--- config.mk ---
export PLATFORM = sky130hd
export DESIGN_NAME = dma_controller
export DESIGN_NICKNAME = d
export VERILOG_FILES = /design/src/rtl/dma_pkg.sv /design/src/rtl/dma_controller.sv
export SDC_FILE = /design/constraint.sdc
export NUM_CORES = 1
export LEC_CHECK = 0
export BUFFER_PORTS_ARGS = -buffer_cell sky130_fd_sc_hd__buf_4
export CAP_MARGIN = 40
export CORE_MARGIN = 5
export CORE_UTILIZATION = 30
export CTS_CLUSTER_SIZE = 8
export DETAILED_ROUTE_END_ITERATION = 7
export PLACE_DENSITY = 0.5
export SLEW_MARGIN = 20
export SYNTH_ARGS = -nofsm -noshare
export SYNTH_HDL_FRONTEND = slang
export SYNTH_SLANG_ARGS = --single-unit
--- constraint.sdc ---
create_clock -name clk -period 2.3 [get_ports clk]
set_input_delay 0.115 -clock clk [delete_from_list [all_inputs] [get_ports clk]]
set_output_delay 0.115 -clock clk [all_outputs]
set_load 0.02 [all_outputs]
--- src/rtl/dma_pkg.sv ---
// Shared DMA definitions: register offsets (also decoded by the memory map
// controller) and the engine's state encoding.
package dma_pkg;

  localparam logic [1:0] DMA_SEL_SRC_L = 2'd0;
  localparam logic [1:0] DMA_SEL_SRC_U = 2'd1;
  localparam logic [1:0] DMA_SEL_DST   = 2'd2;
  localparam logic [1:0] DMA_SEL_AMT   = 2'd3;

  typedef enum logic [1:0] {
    ST_IDLE  = 2'd0,
    ST_READ  = 2'd1,
    ST_WRITE = 2'd2
  } dma_state_e;

endpackage

--- src/rtl/dma_controller.sv ---
// Block-copy engine: reads words from the wide source space over req/ack and
// writes them onto the 16-bit bus, stalling the CPU while busy.
module dma_controller
  import dma_pkg::*;
#(
  parameter int SRC_WIDTH  = 32,
  parameter int ADDR_WIDTH = 16,
  parameter int DATA_WIDTH = 16
) (
  input  logic                  clk,
  input  logic                  rst,
  input  logic                  dma_en,
  input  logic [1:0]            dma_mode,
  input  logic                  memwrite,
  input  logic [DATA_WIDTH-1:0] writedata,
  output logic [DATA_WIDTH-1:0] dma_rdata,
  output logic [SRC_WIDTH-1:0]  src_addr,
  output logic                  src_req,
  input  logic                  src_ack,
  input  logic [DATA_WIDTH-1:0] src_rdata,
  output logic                  dma_busy,
  output logic [ADDR_WIDTH-1:0] dma_addr,
  output logic [DATA_WIDTH-1:0] dma_wdata,
  output logic                  dma_we
);

  localparam int SRC_HI_W = SRC_WIDTH - 16;

  dma_state_e            state_q, state_d;
  logic [SRC_WIDTH-1:0]  src_q, src_d;
  logic [ADDR_WIDTH-1:0] dst_q, dst_d;
  logic [DATA_WIDTH-1:0] cnt_q, cnt_d;
  logic [DATA_WIDTH-1:0] wdata_q, wdata_d;
  logic [DATA_WIDTH-1:0] rdata_q, rdata_d;
  logic                  reg_wr;

  // Register writes are only honoured while idle; the CPU cannot retarget a live transfer.
  assign reg_wr = dma_en & memwrite & (state_q == ST_IDLE);

  always_comb begin
    // NOTE: every signal driven here gets a default first so no path leaves it unassigned (no latch).
    state_d = state_q;
    src_d   = src_q;
    dst_d   = dst_q;
    cnt_d   = cnt_q;
    wdata_d = wdata_q;
    rdata_d = rdata_q;

    if (dma_en) begin
      case (dma_mode)
        DMA_SEL_SRC_L: rdata_d = DATA_WIDTH'(src_q[15:0]);
        DMA_SEL_SRC_U: rdata_d = DATA_WIDTH'(src_q[SRC_WIDTH-1:16]);
        DMA_SEL_DST:   rdata_d = DATA_WIDTH'(dst_q);
        DMA_SEL_AMT:   rdata_d = cnt_q;
      endcase
    end

    case (state_q)
      ST_IDLE: begin
        if (reg_wr) begin
          case (dma_mode)
            DMA_SEL_SRC_L: src_d[15:0]           = 16'(writedata);
            DMA_SEL_SRC_U: src_d[SRC_WIDTH-1:16] = SRC_HI_W'(writedata);
            DMA_SEL_DST:   dst_d                 = ADDR_WIDTH'(writedata);
            DMA_SEL_AMT: begin
              cnt_d = writedata;
              if (writedata != '0) state_d = ST_READ;
            end
          endcase
        end
      end
      ST_READ: begin
        if (src_ack) begin
          wdata_d = src_rdata;
          state_d = ST_WRITE;
        end
      end
      ST_WRITE: begin
        // Counters wrap silently; a zero remaining count ends the transfer.
        src_d   = src_q + SRC_WIDTH'(1);
        dst_d   = dst_q + ADDR_WIDTH'(1);
        cnt_d   = cnt_q - DATA_WIDTH'(1);
        state_d = (cnt_q == DATA_WIDTH'(1)) ? ST_IDLE : ST_READ;
      end
      default: state_d = ST_IDLE;
    endcase
  end

  always_ff @(posedge clk) begin
    // NOTE: state registers use non-blocking assignments so every flop samples pre-edge values.
    if (!rst) begin
      state_q <= ST_IDLE;
      src_q   <= '0;
      dst_q   <= '0;
      cnt_q   <= '0;
      wdata_q <= '0;
      rdata_q <= '0;
    end else begin
      state_q <= state_d;
      src_q   <= src_d;
      dst_q   <= dst_d;
      cnt_q   <= cnt_d;
      wdata_q <= wdata_d;
      rdata_q <= rdata_d;
    end
  end

  assign dma_busy  = (state_q != ST_IDLE);
  assign src_req   = (state_q == ST_READ);
  assign src_addr  = src_req ? src_q : '0;
  assign dma_addr  = dma_busy ? dst_q : '0;
  assign dma_we    = (state_q == ST_WRITE);
  assign dma_wdata = wdata_q;
  assign dma_rdata = rdata_q;

endmodule

Word-level counts from Yosys, hierarchy flattened
Index checks and enable logic that the tools add are counted.

Input bits: 39. Flip-flop bits (word level): 98. Output and inout bits: 83. Word-level logic and storage cells: 55.

Muxes and demuxes: 19. Bitwise gates (word level): 2. Equality and inequality tests: 13. Reduce and logical (&&, ||, !) cells: 11. Add/subtract/negate cells: 3.

Operators with widths (count): 2-to-1 mux 16 bit (7); 2-to-1 mux 32 bit (2); one-hot mux 16 bit (2 select lines) (2); one-hot mux 16 bit (4 select lines) (1); one-hot mux 32 bit (2 select lines) (1); adder 32 x 1 -> 32 bit, second input constant (1); adder 16 x 1 -> 16 bit, second input constant (1); == test 16 x 1 -> 1 bit, second input constant (1); nonzero test 16 bit (1); subtractor 16 x 1 -> 16 bit, second input constant (1); inequality test 2 x 1 -> 1 bit, second input constant (6); AND reduction 3 bit (4); 2-to-1 mux 2 bit (4); == test 2 bit, second input constant (3); one-hot mux 2 bit (3 select lines) (1); == test 2 x 1 -> 1 bit, second input constant (2); zero test 2 bit (2); AND reduction 4 bit (1); nonzero test 2 bit (2); bitwise AND 1 bit (2); inequality test 2 bit, second input constant (1); AND reduction 2 bit (1); 2-to-1 mux 1 bit (1).

Logic depth before layout (Yosys ltp)
Word-level depth: 5. Depth in mapped cells: 8.

Least setup slack after synthesis
Ideal clock, no wire load.

Path kind: register to register. From: register cnt_q[6]. To: register cnt_q[13]. Setup slack: 0.324 ns. Clock period less this slack: 1.976 ns. Buffers on the path: 1. Cell stages (with the launch flop): 6. Setup time: 0.120 ns. Arrival time: 1.856 ns. Cell sequence: dfxtp_1 > buf_6 > or4_4 > or3_1 > o311a_1 > o31a_1.

Cells in the longest elaborated chain, start to end: 2.

Ends and longest elaborated chain: from (decl) (RTL line dma_controller.sv:32) `logic [DATA_WIDTH-1:0] cnt_q, cnt_d;`; from (signal assigned) (RTL line dma_controller.sv:102) `cnt_q <= cnt_d;`; subtractor 16 x 1 -> 16 bit (RTL line dma_controller.sv:82) `cnt_d = cnt_q - DATA_WIDTH'(1);`; one-hot mux 16 bit (2 select lines) (RTL line dma_controller.sv:58) `case (state_q)`.

Every way passes these cells. A chain may end at the register's enable or synchronous reset.

Final worst setup path
From: register src_q[1]. To: register src_q[16].

Cells in the longest elaborated chain, start to end: 2.

Ends and longest elaborated chain: from (decl) (RTL line dma_controller.sv:30) `logic [SRC_WIDTH-1:0] src_q, src_d;`; from (signal assigned) (RTL line dma_controller.sv:100) `src_q <= src_d;`; adder 32 x 1 -> 32 bit (RTL line dma_controller.sv:80) `src_d = src_q + SRC_WIDTH'(1);`; one-hot mux 32 bit (2 select lines) (RTL line dma_controller.sv:58).

Every way passes these cells.

==> results.yml <==
outcome:
  outcome: "finished clean"
cts:
  root_buffer: "clkbuf_16"
  clockBufferDepth: 2
  cts_made_buffers: 9
  clk_latency_ns: 0.36
  cts_tree: "built"
  cts_max_level: 3
  path_clk_slew_ns: 0.08
  cts_sinks: 98
power:
  p_comb_share_pct: 11.9
  seqPwrFrac_pct: 43.1
  net-switching-power_w: 0.00107
  switching_share_pct: 25.5
  power.internal_w: 0.00312
  p_clk_share_pct: 45.0
  power.density_mw_per_mm2: 551
  p_leak_nw: 2.88
  peakVddDrop_v: 0.000384
yosys:
  yosysSeqAreaShare_pct: 33.6
  netlist_instances: 749
  synth-warning-count: 0
  synth-seq-cells: 98
  synth_nets: 792
  async_flop_share_pct: 0
  synth_cell_type_count: 70
  yosysTopAreaCell: "dfxtp_1"
  synth_top_cells_by_area: "dfxtp_1 34%, nor2_1 6.8%, mux4_2 5.8%"
  netlist_area_sq_mm: 0.00584
  synth_area_per_cell_sq_um: 7.80
  synthFlopType: "dfxtp_1"
  yosys-top-cells-count: "106 x nor2_1, 98 x dfxtp_1, 79 x nand2_1"
  synth_edf_count: 0
  yosysTopAreaCellShare_pct: 33.6
  yosysMostFrequentCell: "nor2_1"
routing:
  ant_nets: 0
  dr.pass1.iters: 5
  avgViaCountPerCell: 5.56
  drtIter0Drc: 608
  vias: 6320
  wl_per_cell_microns: 20.8
  drc: 0
  postRouteWirelength_microns: 23600
sta:
  whs_ns: 0.0128
  fin_crit_ns: 2.05
  rsz0062_at_grt: "false"
  fmax_mhz: 487
  setup_ws_ns: 0.246
  tightest_slew_ns: 0.653
  hold_viol: 0
  clock_skew_ns: 0.0124
  relSlewSlack_pct: 56.1
  slew_viol_final: 0
  fin_tns_setup_ns: 0
  finalSetupViolCount: 0
  fin_crit_sh_pct: 89.3
layout:
  fin_util_pct: 39.3
  post_route_cells_drive_above_1_share_pct: 23.1
  area_growth_pct: 30.1
  num-fill-cells: 2023
  final_cells: 1136
  nets: 910
  diodes: 0
critical_path:
  reg2regPathDepth: 7
  end_kind: "flop"
  critPathMaxFanout: 6
  worstReg2RegEnd: "src_q[16]$_SDFFE_PN0P_"
  worstSetupStartpointType: "flop"
  arrival_ns: 2.37
  reg2reg_from: "src_q[1]$_SDFFE_PN0P_"
  critPathRequiredTime_ns: 2.61
  reg2reg_slack_ns: 0.25
  critical_path_class: "flop to flop"
placement:
  dp_hpwl_microns: 16900
  io_buffer_count: 121
  pre_cts_slack_ns: 0.319
  dpl.cell_count: 1107
  gp_congestion: 0.878
global_routing:
  grt_use_met3_pct: 3.27
  grt_max_degree: 66
  overflow: 0
  antenna_found_initial: 0
  grt_usage_pct: 20.8
  grtUsageMet2_pct: 33.1
  use_met1_pct: 28.8
  grt_pass1_wl_microns: 35600
  grt_pass1_vias: 5809
  grt-busiest-layer: "met2"
floorplanning:
  io_pins: 122
  core.rowCount: 51
  start_util_pct: 30.2
  dieArea_sq_mm: 0.0224
  die-height_microns: 150
  core_sq_mm: 0.0193
  die_x_microns: 150
hold_path:
  min_path_cells: 3
  holdPathEnd: "dma_wdata[8]$_SDFFE_PN0P_"
  hp-class: "input pin to flop"
  min_from: "src_rdata[8]"
run:
  max_cap_viol_count: 0
[worst max-delay path by stage]
stage | start | endpoint | slack (ns) | cells past startpoint
after floorplan | cnt_q[6]$_SDFFE_PN0P_ | cnt_q[13]$_SDFFE_PN0P_ | 0.32 | 5
after detailed placement | cnt_q[7]$_SDFFE_PN0P_ | cnt_q[13]$_SDFFE_PN0P_ | 0.32 | 4
final | src_q[1]$_SDFFE_PN0P_ | src_q[16]$_SDFFE_PN0P_ | 0.25 | 7
after CTS | state_q[0]$_SDFFE_PN0P_ | src_addr[3] | 0.1 | 5
after global routing | src_q[0]$_SDFFE_PN0P_ | src_q[16]$_SDFFE_PN0P_ | 0.004 | 7
after global placement | cnt_q[7]$_SDFFE_PN0P_ | cnt_q[13]$_SDFFE_PN0P_ | 0.35 | 4
[layer usage]
layer	vias to the layer above	routed length, microns
li1	2982	-
met1	3055	10500
met2	258	11100
met3	25	1570
met4	0	460
met5	-	0
[metrics by stage]
step | total power (W) | area [sq um]
after CTS | 0.00422 | 7590
after detailed placement | 0.00231 | 7100
after global routing | 0.00433 | 7600
after floorplan | 0.00210 | 5840
after global placement | 0.00232 | 7100
final | 0.00419 | 7600
[final cells by class]
class | instances | area, sq um | share of cell area (%)
clock buffer | 10 | 229 | 3.01
clock inverter | 5 | 128 | 1.68
inverter | 15 | 56.3 | 0.741
multi-input combinational | 579 | 3600 | 47.4
sequential | 98 | 1960 | 25.8
tap | 265 | 332 | 4.37
timing repair buffer | 164 | 1290 | 17.0
[worst max-delay path, cell delays in order, from the launching register on]
cell and delay (ns):
dfxtp_1 0.44, ha_1 0.26, nand3_1 0.23, buf_4 0.24
nor4_1 0.36, nand2_1 0.12, a21oi_1 0.16, o221a_2 0.20
[registers in the layout, summed over array words and instances, names as in the netlist]
| signal | cells |
|---|---|
| cnt_q | 16 |
| dma_rdata | 16 |
| dma_wdata | 16 |
| dst_q | 16 |
| src_q | 32 |
| state_q | 2 |
[power by group through the flow]
stage	combinational, W	clock, W	sequential [W]
floorplan	0.000275	0	0.00182
global placement	0.000477	0	0.00184
detailed placement	0.000474	0	0.00184
CTS	0.000494	0.00193	0.00180
global route	0.000538	0.00198	0.00181
finish	0.000498	0.00188	0.00180
[what timing repair did]
item                                    4_1_cts  5_1_grt
hold buffers                                 14        0
hold endpoints to repair                     14        0
gates resized for setup                       0        1
endpoints found under the setup margin        0        5
setup buffers                                 0        0
[placed cells by master, fill, tap and decap left out, drive strengths merged, types with 8 or more instances in the layout]
master       instances
clkbuf              10
buf                150
a22oi               10
inv                 14
nand4               18
and2                37
nor4                14
nor2               106
dfxtp               98
o21ai               41
o31ai                8
mux2i               16
a21oi               58
a31oi               15
nor3                16
nand2               80
mux4                16
nor2b               13
nand3               27
dlygate4sd3         14
[cell families (layout without fill, tap and decap cells)]
group / after synthesis / count (layout) / share of synthesized area [%]
compound gates: 199 / 199 / 22.3
fa+ha+maj: 4 / 4 / 0.857
simple gates: 337 / 337 / 28.2
mux: 33 / 33 / 9.17
flops: 98 / 98 / 33.6
xor+xnor: 6 / 6 / 0.900
buf+inv: 72 / 194 / 4.89
Note: power is estimated with default switching activity, not from simulation.
